<file path="src/rtl/cache_pkg.sv">
// -----------------------------------------------------------------------------
// cache_pkg
//   Types and sizing shared by the instruction cache, and by a future data cache
//   with an 8-bit word.
//   - cache_state_e : controller states (IDLE, FILL, WRITE)
//   - IDX_W / TAG_W : address split for the default geometry (256 words, 4 lines)
//   - CNT_W         : width of the hit/miss statistics counters
//   - sat_inc()     : increment that sticks at all-ones
// -----------------------------------------------------------------------------
package cache_pkg;

  localparam int D_WIDTH_DEF = 16;
  localparam int A_WIDTH_DEF = 8;
  localparam int LINES_DEF   = 4;
  localparam int IDX_W       = $clog2(LINES_DEF);
  localparam int TAG_W       = A_WIDTH_DEF - IDX_W;
  localparam int CNT_W       = 8;

  typedef enum logic [1:0] {
    IDLE  = 2'd0,
    FILL  = 2'd1,
    WRITE = 2'd2
  } cache_state_e;

  // Statistics counters hold at their maximum instead of wrapping.
  function automatic logic [CNT_W-1:0] sat_inc(input logic [CNT_W-1:0] v);
    return (v == {CNT_W{1'b1}}) ? v : v + 1'b1;
  endfunction

endpackage

</file>
<file path="src/rtl/icache_line_store.sv">
// -----------------------------------------------------------------------------
// icache_line_store
//   Storage for a direct-mapped cache with one word per line: a valid bit, a
//   tag and a data word per line. One combinational lookup port (data + hit)
//   and one synchronous write port. Only the valid bits are reset, so an
//   aborted fill can never leave a usable line behind.
//   Ports:
//     g_clk, g_clr          clock, asynchronous active-low clear of valid bits
//     rd_idx_i, rd_tag_i    lookup address split into index and tag
//     rd_data_o, hit_o      data of the indexed line, valid && tag match
//     we_i                  write enable (sets valid for the written line)
//     wr_idx_i, wr_tag_i    line to write and tag to store
//     wr_data_i             data word to store
// -----------------------------------------------------------------------------
module icache_line_store
  import cache_pkg::*;
#(
  parameter int D_WIDTH  = D_WIDTH_DEF,
  parameter int IDX_BITS = IDX_W,
  parameter int TAG_BITS = TAG_W
) (
  input  logic                g_clk,
  input  logic                g_clr,
  input  logic [IDX_BITS-1:0] rd_idx_i,
  input  logic [TAG_BITS-1:0] rd_tag_i,
  output logic [D_WIDTH-1:0]  rd_data_o,
  output logic                hit_o,
  input  logic                we_i,
  input  logic [IDX_BITS-1:0] wr_idx_i,
  input  logic [TAG_BITS-1:0] wr_tag_i,
  input  logic [D_WIDTH-1:0]  wr_data_i
);

  localparam int NLINES = 1 << IDX_BITS;

  logic [NLINES-1:0]   valid_q;
  logic [TAG_BITS-1:0] tag_q  [NLINES];
  logic [D_WIDTH-1:0]  data_q [NLINES];

  always_ff @(posedge g_clk or negedge g_clr) begin
    if (!g_clr) begin
      valid_q <= '0;
    end else if (we_i) begin
      valid_q[wr_idx_i] <= 1'b1;
    end
  end

  // Tag and data need no reset: they are never observed while valid is low.
  always_ff @(posedge g_clk) begin
    if (we_i) begin
      tag_q[wr_idx_i]  <= wr_tag_i;
      data_q[wr_idx_i] <= wr_data_i;
    end
  end

  assign rd_data_o = data_q[rd_idx_i];
  assign hit_o     = valid_q[rd_idx_i] && (tag_q[rd_idx_i] == rd_tag_i);

endmodule

</file>
<file path="src/rtl/icache_dm.sv">
// -----------------------------------------------------------------------------
// icache_dm
//   Direct-mapped instruction cache between the fetch path and the instruction
//   RAM. Read hits complete in the cycle they are presented (odv=1); a read miss
//   drops odv, fetches the word from RAM for MEM_LAT cycles and retries the
//   lookup, which then hits. Writes go straight through to RAM in a one-cycle
//   WRITE state and update the cached copy only if the line already holds that
//   address (no allocation on write).
//   Ports:
//     g_clk, g_clr             clock, asynchronous active-low reset
//     cpu_addr, cpu_wdata      fetch/write address and program-load data
//     cpu_rd, cpu_wr           read / write request (write wins if both)
//     cpu_rdata, odv           instruction word, data valid / op complete
//     mem_addr, mem_wdata      registered address and write data to RAM
//     mem_rdata                RAM read data
//     mem_rd, mem_wr           registered RAM read / write enables
//     hit_cnt, miss_cnt        saturating read statistics
// -----------------------------------------------------------------------------
module icache_dm
  import cache_pkg::*;
#(
  parameter int D_WIDTH = D_WIDTH_DEF,
  parameter int A_WIDTH = A_WIDTH_DEF,
  parameter int LINES   = LINES_DEF,
  parameter int MEM_LAT = 1
) (
  input  logic               g_clk,
  input  logic               g_clr,
  input  logic [A_WIDTH-1:0] cpu_addr,
  input  logic [D_WIDTH-1:0] cpu_wdata,
  input  logic               cpu_rd,
  input  logic               cpu_wr,
  output logic [D_WIDTH-1:0] cpu_rdata,
  output logic               odv,
  output logic [A_WIDTH-1:0] mem_addr,
  output logic [D_WIDTH-1:0] mem_wdata,
  input  logic [D_WIDTH-1:0] mem_rdata,
  output logic               mem_rd,
  output logic               mem_wr,
  output logic [CNT_W-1:0]   hit_cnt,
  output logic [CNT_W-1:0]   miss_cnt
);

  localparam int IDX_BITS = $clog2(LINES);
  localparam int TAG_BITS = A_WIDTH - IDX_BITS;
  localparam int LAT_W    = (MEM_LAT > 1) ? $clog2(MEM_LAT) : 1;

  cache_state_e       state_q;
  logic [LAT_W-1:0]   lat_q;
  logic               wr_hit_q;
  logic               mem_rd_q;
  logic               mem_wr_q;
  logic [A_WIDTH-1:0] mem_addr_q;
  logic [D_WIDTH-1:0] mem_wdata_q;
  logic [CNT_W-1:0]   hit_cnt_q;
  logic [CNT_W-1:0]   miss_cnt_q;

  logic               lk_hit;
  logic [D_WIDTH-1:0] lk_data;
  logic               ls_we;
  logic [D_WIDTH-1:0] ls_wdata;

  // The latched request address (mem_addr_q) drives the line write port, so
  // cpu_addr moving during a fill cannot redirect where the word lands.
  assign ls_we    = ((state_q == FILL) && (lat_q == '0)) ||
                    ((state_q == WRITE) && wr_hit_q);
  assign ls_wdata = (state_q == FILL) ? mem_rdata : mem_wdata_q;

  icache_line_store #(
    .D_WIDTH  (D_WIDTH),
    .IDX_BITS (IDX_BITS),
    .TAG_BITS (TAG_BITS)
  ) u_store (
    .g_clk     (g_clk),
    .g_clr     (g_clr),
    .rd_idx_i  (cpu_addr[IDX_BITS-1:0]),
    .rd_tag_i  (cpu_addr[A_WIDTH-1:IDX_BITS]),
    .rd_data_o (lk_data),
    .hit_o     (lk_hit),
    .we_i      (ls_we),
    .wr_idx_i  (mem_addr_q[IDX_BITS-1:0]),
    .wr_tag_i  (mem_addr_q[A_WIDTH-1:IDX_BITS]),
    .wr_data_i (ls_wdata)
  );

  // odv is combinational so a miss or write can stall fetch in the very cycle
  // it is presented.
  always_comb begin
    odv       = 1'b0;
    cpu_rdata = '0;
    if (state_q == IDLE) begin
      odv = !cpu_wr && !(cpu_rd && !lk_hit);
      if (lk_hit) begin
        cpu_rdata = lk_data;
      end
    end
  end

  always_ff @(posedge g_clk or negedge g_clr) begin
    if (!g_clr) begin
      state_q     <= IDLE;
      lat_q       <= '0;
      wr_hit_q    <= 1'b0;
      mem_rd_q    <= 1'b0;
      mem_wr_q    <= 1'b0;
      mem_addr_q  <= '0;
      mem_wdata_q <= '0;
      hit_cnt_q   <= '0;
      miss_cnt_q  <= '0;
    end else begin
      case (state_q)
        IDLE: begin
          if (cpu_wr) begin
            state_q     <= WRITE;
            mem_wr_q    <= 1'b1;
            mem_addr_q  <= cpu_addr;
            mem_wdata_q <= cpu_wdata;
            // Remember whether the cached copy must follow the RAM write.
            wr_hit_q    <= lk_hit;
          end else if (cpu_rd) begin
            if (lk_hit) begin
              hit_cnt_q <= sat_inc(hit_cnt_q);
            end else begin
              state_q    <= FILL;
              mem_rd_q   <= 1'b1;
              mem_addr_q <= cpu_addr;
              lat_q      <= LAT_W'(MEM_LAT - 1);
              miss_cnt_q <= sat_inc(miss_cnt_q);
            end
          end
        end
        FILL: begin
          // The line is written on the last FILL edge (see ls_we).
          if (lat_q == '0) begin
            state_q  <= IDLE;
            mem_rd_q <= 1'b0;
          end else begin
            lat_q <= lat_q - 1'b1;
          end
        end
        WRITE: begin
          state_q  <= IDLE;
          mem_wr_q <= 1'b0;
          wr_hit_q <= 1'b0;
        end
        default: begin
          state_q  <= IDLE;
          mem_rd_q <= 1'b0;
          mem_wr_q <= 1'b0;
        end
      endcase
    end
  end

  assign mem_rd    = mem_rd_q;
  assign mem_wr    = mem_wr_q;
  assign mem_addr  = mem_addr_q;
  assign mem_wdata = mem_wdata_q;
  assign hit_cnt   = hit_cnt_q;
  assign miss_cnt  = miss_cnt_q;

endmodule

</file>
<file path="config.mk">
export PLATFORM = sky130hd
export DESIGN_NAME = icache_dm
export DESIGN_NICKNAME = d
export VERILOG_FILES = /design/src/rtl/cache_pkg.sv /design/src/rtl/icache_line_store.sv /design/src/rtl/icache_dm.sv
export SDC_FILE = /design/constraint.sdc
export NUM_CORES = 1
export LEC_CHECK = 0
export CAP_MARGIN = 40
export CORE_MARGIN = 1
export CORE_UTILIZATION = 53
export CTS_BUF_LIST = sky130_fd_sc_hd__clkbuf_8
export DETAILED_ROUTE_END_ITERATION = 10
export GPL_TIMING_DRIVEN = 1
export PLACE_DENSITY_LB_ADDON = 0.12
export REMOVE_ABC_BUFFERS = 1
export SETUP_SLACK_MARGIN = 0.4
export SLEW_MARGIN = 20
export SYNTH_ARGS = -nofsm -noshare
export SYNTH_HDL_FRONTEND = slang
export SYNTH_SLANG_ARGS = --single-unit
</file>
<file path="constraint.sdc">
create_clock -name g_clk -period 7.7 [get_ports g_clk]
set_clock_uncertainty 0.1 [all_clocks]
set_input_delay 1.54 -clock g_clk [delete_from_list [all_inputs] [get_ports g_clk]]
set_output_delay 1.54 -clock g_clk [all_outputs]
set_load 0.01 [all_outputs]
</file>
==> run summary <==
Status - complete, no violations
DRT Wirelength - 13000 um
GP Congestion - 0.794
Netlist Area Pre-Place - 5920 um2
Worst slew margin - 53.2%
Setup_tns - 0 ns
Vias/cell - 5.55
Die width - 108 um
Fin. max-slew vios - 0
Initial antenna violation count - 0
Root buf cell - clkbuf_8
Tmin final - 6.05 ns
Kind of critical path - in2out
Grt total ovfl - 0
# diodes - 0
Post-route cell area - 7530 um2
PwrDens - 240 nW/um2
Leak pwr - 2.80 nW
Flops & latches, synth - 137
H-tree Lvls - 4
Post-CTS Setup Bufs - 0
Number of synthesized flops with an enable pin - 88
Vias - 3727
CTS tree - built
# port buffers - 102
Maxcap violations - 0
Drt wl/cell - 19.4 um
Worst-Margin Slew - 0.701 ns
Final setup violation count - 0
Yosys top cell by area - edfxtp_1
Avg Inst Size Synth - 14.7 um2
DRC viols - 0
Worst IR Drop VDD - 0.141 mV
CP Launch Type - primary input
Vias in the first global route - 3892
Number of CTS-inserted buffers - 17
Hold Vio Cnt, Final - 0
Synth top area cells - edfxtp_1 (45%), dfrtp_1 (21%), mux4_2 (6.5%)
Hold WC Path Type - reg2reg
Final period utilization - 78.5%
Hold path start - u_store.valid_q[0]
First-pass GRT wire length - 20200 um
Ys Warns - 0
Initial core utilization - 54.6%
Die area - 11600 um2
Worst-path fanout max - 21
I/O pins - 103
CP required - 6.06 ns
Site Rows - 38
Worst R2R Start - state_q[0]
Tot GR Track Use - 24.1%
Cells after synthesis - 403
Worst Setup SP - cpu_addr[1]
Commonest cells in the netlist - edfxtp_1 (88), nand2_1 (60), dfrtp_1 (49), mux2_2 (23), nor2b_1 (19)
Most common cell in the synthesized netlist - edfxtp_1
Critical Path AT - 4.41 ns
Setup crit end kind - primary output
RSZ-0062 raised after global routing - false
Final ANT Viol Nets - 0
Insertion delay to the later sink of the worst-skew pair - 0.43 ns
Largest net degree at the start of global routing - 50
Layout area overhead - 27.3%
Hold buffer count at CTS - 0
# fillers - 777
Worst-case clock buffer depth - 2
Internal - 1.34 mW
Flop pwr share - 51.2%
Combinational fraction of design power - 17.2%
Sequential area share after synthesis - 65.4%
Initial detailed-routing violation count - 261
Area of placed instances - 7110 um2
Clock sink count - 137
Die Ht - 108 um
Detailed placer's ending HPWL - 8270 um
Synth cell types - 50
Synth Flop Type - edfxtp_1
Core Box Area - 10800 um2
Clock share of power - 31.6%
Ys async rst share - 35.8%
Fmax - 165 MHz
Initial DRT Pass Iterations - 4
P_sw - 0.460 mW
Clock-pin slew on the worst setup and hold paths - 0.07 ns
Final nets - 564
Net Sw Frac - 25.5%
Share of layout cells above drive strength 1 - 18.3%
Post-synth top area share - 44.7%
Post-cts resize count - 0
layout by cell type, fill, tap and decap left out, types with 9 or more instances in the layout:
cell type,n
inv_1,9
mux2_2,23
clkbuf_8,17
edfxtp_1,88
mux4_2,17
nor2b_1,17
xnor2_1,17
dfrtp_1,49
nand3_1,11
mux2i_1,11
clkdlybuf4s50_1,99
nand2_1,60
state kept, by name (all words and copies together), names as in the netlist:
name	count
wr_hit_q	1
mem_wdata	16
miss_cnt	8
mem_addr	8
mem_rd	1
u_store.tag_q	24
hit_cnt	8
state_q	2
u_store.data_q	64
mem_wr	1
u_store.valid_q	4
worst max-delay path: stages:
cell and delay (ns):
buf_2 0.32, buf_16 0.22, mux2i_1 0.23, xnor2_1 0.10, o32ai_2 0.31, and2_2 0.39
nand3_2 0.45, nor2b_1 0.26, clkdlybuf4s50_1 0.56
logic make-up after synthesis:
group                      after synthesis  share of synthesized area (%)
buffers and inverters                   22                           1.78
DFF                                    137                           65.4
and+or+nand+nor                        130                           11.2
xor gates and xnor gates                21                           3.23
adders and majority gates                2                          0.423
AOI/OAI and AO/OA                       39                           5.01
muxes                                   52                           12.9
cell type report:
class / count / area (um2) / share of cell area, %
Inverter: 4 / 15.0 / 0.199
Clock buffer: 17 / 234 / 3.11
Clock inverter: 15 / 146 / 1.94
Multi-Input combinational cell: 244 / 1950 / 25.9
Tap cell: 140 / 175 / 2.33
Sequential cell: 137 / 3870 / 51.4
Timing Repair Buffer: 114 / 1140 / 15.1
power by group through the flow:
stage | combinational, mW | clock [mW] | sequential [mW]
after CTS | 0.311 | 0.583 | 0.924
after detailed placement | 0.309 | 0 | 0.939
after global routing | 0.337 | 0.611 | 0.933
final | 0.310 | 0.570 | 0.924
after floorplan | 0.130 | 0 | 0.944
after global placement | 0.297 | 0 | 0.935
worst paths after layout:
path                       cells past startpoint              endpoint  slack, ns
max                                            9          cpu_rdata[1]       1.65
min                                            1    u_store.valid_q[0]       0.37
max reg2reg                                    6  u_store.data_q[0][4]       4.88
min reg2reg                                    1    u_store.valid_q[0]       0.37
max in group asynchronous                      2         mem_wdata[15]       5.89
min in group asynchronous                      2           miss_cnt[7]       1.13
per-layer routing:
metal / track usage, % / wire, um / vias up
met4: 10.1 / 157 / 0
li1: - / - / 1726
met3: 5.81 / 742 / 14
met1: 31.5 / 5610 / 1862
met2: 38.9 / 6500 / 125
met5: 0 / 0 / -
metrics by stage:
stage	utilization, %	total power, mW	instances	worst slack [ns]	hold WS [ns]
global route	69.5	1.88	671	1.43	0.381
global placement	65.2	1.23	634	1.44	0.347
CTS	69.1	1.82	668	1.38	0.371
floorplan	-	1.07	385	2.95	0.333
detailed placement	65.6	1.25	636	1.39	0.353
finish	69.5	1.80	671	1.65	0.371
Note: power is estimated with default switching activity, not from simulation.
